[src/rtl/ps2_mouse_tracker_if.sv]
// Bus between the PS/2 byte receiver, the mouse tracker and the drawing stage.
// rx_valid is a one-cycle strobe with no back-pressure: the tracker takes rx_data in the same cycle.
interface ps2_mouse_tracker_if;
    logic [7:0] rx_data;
    logic       rx_valid;
    logic [9:0] mouse_x;
    logic [9:0] mouse_y;
    logic       mouse_left;
    logic       mouse_right;
    logic       mouse_middle;
    logic       pkt_update;
    logic       sync_err;
    logic [1:0] state_dbg;

    modport master (
        output rx_data, rx_valid,
        input  mouse_x, mouse_y, mouse_left, mouse_right, mouse_middle,
        input  pkt_update, sync_err, state_dbg
    );

    modport slave (
        input  rx_data, rx_valid,
        output mouse_x, mouse_y, mouse_left, mouse_right, mouse_middle,
        output pkt_update, sync_err, state_dbg
    );
endinterface

[src/rtl/ps2_mouse_tracker.sv]
// Assembles 3-byte PS/2 mouse packets and integrates the deltas into a clamped
// absolute cursor with button levels for the drawing stage and cursor overlay.
module ps2_mouse_tracker #(
    parameter int SCREEN_W = 640,
    parameter int SCREEN_H = 480,
    parameter int TIMEOUT  = 100000
) (
    input  logic                 clk,
    input  logic                 rst,
    ps2_mouse_tracker_if.slave   bus
);
    localparam int CW = (TIMEOUT > 2) ? $clog2(TIMEOUT) : 1;
    localparam logic [CW-1:0]        TO_LAST = CW'(TIMEOUT - 1);
    localparam logic signed [11:0]   X_MAX   = 12'(SCREEN_W - 1);
    localparam logic signed [11:0]   Y_MAX   = 12'(SCREEN_H - 1);
    localparam logic [9:0]           X_RST   = 10'(SCREEN_W / 2);
    localparam logic [9:0]           Y_RST   = 10'(SCREEN_H / 2);

    typedef enum logic [1:0] {BYTE0 = 2'd0, BYTE1 = 2'd1, BYTE2 = 2'd2} state_t;

    state_t          state_q, state_d;
    logic [CW-1:0]   cnt_q, cnt_d;
    logic [2:0]      btn_pend_q, btn_pend_d;
    logic            xs_q, xs_d, ys_q, ys_d, xo_q, xo_d, yo_q, yo_d;
    logic [7:0]      xbyte_q, xbyte_d;
    logic [9:0]      x_q, x_d, y_q, y_d;
    logic [2:0]      btn_q, btn_d;
    logic            pkt_q, pkt_d;
    logic            serr_q, serr_d;

    logic signed [11:0] dx, dy, nx, ny;

    function automatic logic [9:0] clamp(input logic signed [11:0] v,
                                         input logic signed [11:0] vmax);
        if (v < 12'sd0)
            clamp = '0;
        else if (v > vmax)
            clamp = vmax[9:0];
        else
            clamp = v[9:0];
    endfunction

    // Byte 2 carries the Y data directly; only status and X byte need latching.
    always_comb begin
        dx = xo_q ? 12'sd0 : {{3{xs_q}}, xs_q, xbyte_q};
        dy = yo_q ? 12'sd0 : {{3{ys_q}}, ys_q, bus.rx_data};
        nx = $signed({2'b00, x_q}) + dx;
        ny = $signed({2'b00, y_q}) - dy;
    end

    always_comb begin
        state_d    = state_q;
        cnt_d      = cnt_q;
        btn_pend_d = btn_pend_q;
        xs_d       = xs_q;
        ys_d       = ys_q;
        xo_d       = xo_q;
        yo_d       = yo_q;
        xbyte_d    = xbyte_q;
        x_d        = x_q;
        y_d        = y_q;
        btn_d      = btn_q;
        pkt_d      = 1'b0;
        serr_d     = 1'b0;

        if (bus.rx_valid) begin
            cnt_d = '0;
            case (state_q)
                BYTE0: begin
                    if (bus.rx_data[3]) begin
                        btn_pend_d = bus.rx_data[2:0];
                        xs_d       = bus.rx_data[4];
                        ys_d       = bus.rx_data[5];
                        xo_d       = bus.rx_data[6];
                        yo_d       = bus.rx_data[7];
                        state_d    = BYTE1;
                    end else begin
                        serr_d = 1'b1;
                    end
                end
                BYTE1: begin
                    xbyte_d = bus.rx_data;
                    state_d = BYTE2;
                end
                BYTE2: begin
                    x_d     = clamp(nx, X_MAX);
                    y_d     = clamp(ny, Y_MAX);
                    btn_d   = btn_pend_q;
                    pkt_d   = 1'b1;
                    state_d = BYTE0;
                end
                default: state_d = BYTE0;
            endcase
        end else if (state_q != BYTE0) begin
            // A stalled partial packet is dropped silently so the next status byte resyncs.
            if (cnt_q == TO_LAST) begin
                state_d = BYTE0;
                cnt_d   = '0;
            end else begin
                cnt_d = cnt_q + CW'(1);
            end
        end
    end

    always_ff @(posedge clk) begin
        if (rst) begin
            state_q    <= BYTE0;
            cnt_q      <= '0;
            btn_pend_q <= '0;
            xs_q       <= 1'b0;
            ys_q       <= 1'b0;
            xo_q       <= 1'b0;
            yo_q       <= 1'b0;
            xbyte_q    <= '0;
            x_q        <= X_RST;
            y_q        <= Y_RST;
            btn_q      <= '0;
            pkt_q      <= 1'b0;
            serr_q     <= 1'b0;
        end else begin
            state_q    <= state_d;
            cnt_q      <= cnt_d;
            btn_pend_q <= btn_pend_d;
            xs_q       <= xs_d;
            ys_q       <= ys_d;
            xo_q       <= xo_d;
            yo_q       <= yo_d;
            xbyte_q    <= xbyte_d;
            x_q        <= x_d;
            y_q        <= y_d;
            btn_q      <= btn_d;
            pkt_q      <= pkt_d;
            serr_q     <= serr_d;
        end
    end

    assign bus.mouse_x      = x_q;
    assign bus.mouse_y      = y_q;
    assign bus.mouse_left   = btn_q[0];
    assign bus.mouse_right  = btn_q[1];
    assign bus.mouse_middle = btn_q[2];
    assign bus.pkt_update   = pkt_q;
    assign bus.sync_err     = serr_q;
    assign bus.state_dbg    = state_q;
endmodule

[src/flat_wrapper.sv]
// flat-port wrapper written by rule: the top's interface ports become plain ports
module ps2_mouse_tracker_flat 
#(
    parameter int SCREEN_W = 640,
    parameter int SCREEN_H = 480,
    parameter int TIMEOUT  = 100000
)
  (clk, rst, bus_rx_data, bus_rx_valid, bus_mouse_x, bus_mouse_y, bus_mouse_left, bus_mouse_right, bus_mouse_middle, bus_pkt_update, bus_sync_err, bus_state_dbg);
  ps2_mouse_tracker_if bus_i ();
  input  logic clk;
  input  logic rst;
  input wire logic [$bits(bus_i.rx_data)-1:0] bus_rx_data;
  input wire logic [$bits(bus_i.rx_valid)-1:0] bus_rx_valid;
  output wire logic [$bits(bus_i.mouse_x)-1:0] bus_mouse_x;
  output wire logic [$bits(bus_i.mouse_y)-1:0] bus_mouse_y;
  output wire logic [$bits(bus_i.mouse_left)-1:0] bus_mouse_left;
  output wire logic [$bits(bus_i.mouse_right)-1:0] bus_mouse_right;
  output wire logic [$bits(bus_i.mouse_middle)-1:0] bus_mouse_middle;
  output wire logic [$bits(bus_i.pkt_update)-1:0] bus_pkt_update;
  output wire logic [$bits(bus_i.sync_err)-1:0] bus_sync_err;
  output wire logic [$bits(bus_i.state_dbg)-1:0] bus_state_dbg;
  assign bus_i.rx_data = bus_rx_data;
  assign bus_i.rx_valid = bus_rx_valid;
  assign bus_mouse_x = bus_i.mouse_x;
  assign bus_mouse_y = bus_i.mouse_y;
  assign bus_mouse_left = bus_i.mouse_left;
  assign bus_mouse_right = bus_i.mouse_right;
  assign bus_mouse_middle = bus_i.mouse_middle;
  assign bus_pkt_update = bus_i.pkt_update;
  assign bus_sync_err = bus_i.sync_err;
  assign bus_state_dbg = bus_i.state_dbg;
  ps2_mouse_tracker #(.SCREEN_W(SCREEN_W), .SCREEN_H(SCREEN_H), .TIMEOUT(TIMEOUT)) u_core (.clk(clk), .rst(rst), .bus(bus_i));
endmodule
[config.mk]
export PLATFORM = sky130hd
export DESIGN_NAME = ps2_mouse_tracker_flat
export DESIGN_NICKNAME = d
export VERILOG_FILES = /design/src/rtl/ps2_mouse_tracker_if.sv /design/src/rtl/ps2_mouse_tracker.sv /design/src/flat_wrapper.sv
export SDC_FILE = /design/constraint.sdc
export NUM_CORES = 1
export LEC_CHECK = 0
export CORE_ASPECT_RATIO = 1.75
export CORE_MARGIN = 1.5
export CORE_UTILIZATION = 57
export DETAILED_ROUTE_END_ITERATION = 7
export PLACE_DENSITY = 0.8
export SLEW_MARGIN = 20
export SYNTH_ARGS = -nofsm -noshare
export SYNTH_HDL_FRONTEND = slang
export SYNTH_SLANG_ARGS = --single-unit
[constraint.sdc]
create_clock -name clk -period 3.17 [get_ports clk]
set_input_delay 0.634 -clock clk [delete_from_list [all_inputs] [get_ports clk]]
set_output_delay 0.634 -clock clk [all_outputs]
set_load 0.02 [all_outputs]
==> out/metrics.yaml <==
fp.dieH_um: 109
fin_skew_ns: 0.00806
syn-cell-area_um2: 3690
synth_area_per_cell_um2: 8.24
cts_tree: "done"
cp.arrival_ns: 3.23
die_area_um2: 6980
io_buffers: 37
fmax_mhz: 334
hold_buffers: 0
cts-htree-levels: 3
core_um2: 6230
power.leakage_nw: 1.88
mostFrequentLayoutCells: "dfxtp_1, nor2_1, nand2_1, clkdlybuf4s50_1, buf_4"
ys_types: 64
met3_length_um: 311
antenna_found_initial: 0
diodes: 0
yosys.area.top_type: "dfxtp_1"
finalNonFillerCells: 598
worstHoldStart: "u_core.btn_q[1]$_SDFFE_PP0P_"
ys_top_cells_by_area: "dfxtp_1, ha_1, nor2_1"
fin_crit_ns: 3.00
yosysTopAreaCellShare: 0.320
cts.sinks: 59
tns_ns: 0
syn_to_final_growth_pct: 25.5
crit_path_end_kind: "flip-flop"
async_reset_ff_frac: 0
maxSlewHeadroom: 0.323
postRouteWirelength_um: 9460
overflow: 0
synth_nets: 485
drive_gt1_frac: 0.145
vias_per_cell: 5.91
postRouteAntennaNets: 0
critPathMaxFanout: 5
critical_path_required_ns: 3.40
slew_violations: 0
synth_edf_count: 0
ios: 38
crit-reg2reg-launch: "u_core.xo_q$_SDFFE_PP0P_"
path_clk_slew_ns: 0.06
rsz0062_at_grt: "no"
drc: 0
track_usage: 0.286
dr_wl_met2_um: 5210
seq_area_frac_synth: 0.320
grt_pass1_wl_um: 15500
start_kind: "input pin"
gp_congestion: 0.923
synth_warnings: 0
drt_iter0_markers: 187
synth_cells: 448
hold_viol_final: 0
drt-pass1-iter-count: 5
drv_cap: 0
period_share: 0.946
hp-class: "flip-flop to flip-flop"
grt_start_max_net_pins: 19
wire_per_inst_um: 15.8
utilization: 0.744
vias: 3533
tightest_slew_ns: 1.01
num_rows: 38
clk_path_buf_depth: 2
hpwlAfterDp_um: 7280
final-setup-viol-count: 0
die_w_um: 63.8
cts_made_buffers: 9
crit_type: "input pin to flip-flop"
wl_met1_um: 3460
ys_seq_elements: 59
startpoint: "bus_rx_data[3]"
start_util: 0.592
power_per_cell_area_nw_per_um2: 403
max-vdd-ir-drop_v: 0.000234
numPlacedInstances: 582
final_common_cell: "dfxtp_1"
clk_latency_ns: 0.34
clock-root-buffer: "clkbuf_8"
routed.top_layer: "met4"
ys.flop_type: "dfxtp_1"
grt_pass1_vias: 3485
status: "finished clean"
nets: 551
timing repair:
action                     4_1_cts  5_1_grt
gates cloned                     0        0
resized for setup                5        8
setup endpoints to repair        4       11
setup buffers                    0        1
pin swaps                        5       10
synth_stat cells (all sizes together), types with 4 or more instances:
master   n
a211oi   5
a21o     8
a21oi   37
a22o     4
a22oi    4
and3     8
clkbuf  14
dfxtp   59
ha      24
inv     18
mux2i   10
nand2   45
nand2b  18
nand3   15
nand4    4
nor2    48
nor2b    9
nor3     8
nor4     4
o211ai   4
o21ai   22
xnor2   16
xor2    17
metrics by stage:
stage                     setup slack, ns  instance area, um2  hold WS, ns  power, mW
after global routing               0.0174                4630        0.487       1.94
after CTS                          0.0341                4590        0.460       1.86
after floorplan                     0.239                3690        0.432      0.990
after detailed placement           -0.471                4350        0.451       1.12
after global placement             -0.371                4350        0.444       1.11
final                               0.172                4630        0.459       1.87
routing by layer:
| metal | up-vias | GRT usage |
|---|---|---|
| met5 | - | 0 |
| li1 | 1734 | - |
| met1 | 1650 | 0.278 |
| met2 | 109 | 0.554 |
| met3 | 40 | 0.0430 |
| met4 | 0 | 0.175 |
final cells by class:
cell class,count,area [um2]
clock buffers,10,128
clock inverters,5,78.8
fillers,479,1600
inverters,18,67.6
multi-input cells,355,2450
flip-flops and latches,59,1180
well taps,80,100
repair buffers,71,628
logic make-up after synthesis:
family | synth area share
flops | 0.320
xor+xnor | 0.0783
simple gates | 0.228
buf+inv | 0.0349
compound gates | 0.215
mux | 0.0312
fa+ha+maj | 0.0922
critical path, cell delays in order:
cell             delay [ns]
clkdlybuf4s50_1        0.60
nand2b_1               0.11
ha_1                   0.22
a21o_1                 0.23
a22oi_2                0.25
mux2_4                 0.35
nor4_4                 0.39
a21oi_2                0.13
a221o_1                0.31
report_power, final:
part           switching [mW]  total (mW)  internal (mW)  leakage (nW)
logic                   0.200       0.368          0.168          1.29
registers              0.0130       0.767          0.754         0.477
clock network           0.297       0.734          0.437         0.106
worst paths after layout:
path,depth (start not counted),slack [ns],endpoint
worst min register to register,2,0.46,u_core.btn_q[1]$_SDFFE_PP0P_
worst max register to register,11,0.25,u_core.bus.mouse_x[2]$_SDFFE_PP0P_
worst min-delay path,2,0.46,u_core.btn_q[1]$_SDFFE_PP0P_
worst max-delay path,9,0.17,u_core.bus.mouse_y[5]$_SDFFE_PP1P_
state kept, by name (all words and copies together) (netlist names):
name / count
u_core.bus.state_dbg: 2
u_core.btn_pend_q: 3
u_core.xs_q: 1
u_core.btn_q: 3
u_core.ys_q: 1
u_core.bus.pkt_update: 1
u_core.cnt_q: 17
u_core.bus.mouse_x: 10
u_core.xbyte_q: 8
u_core.bus.mouse_y: 10
u_core.bus.sync_err: 1
u_core.xo_q: 1
u_core.yo_q: 1
Note: power is estimated with default switching activity, not from simulation.
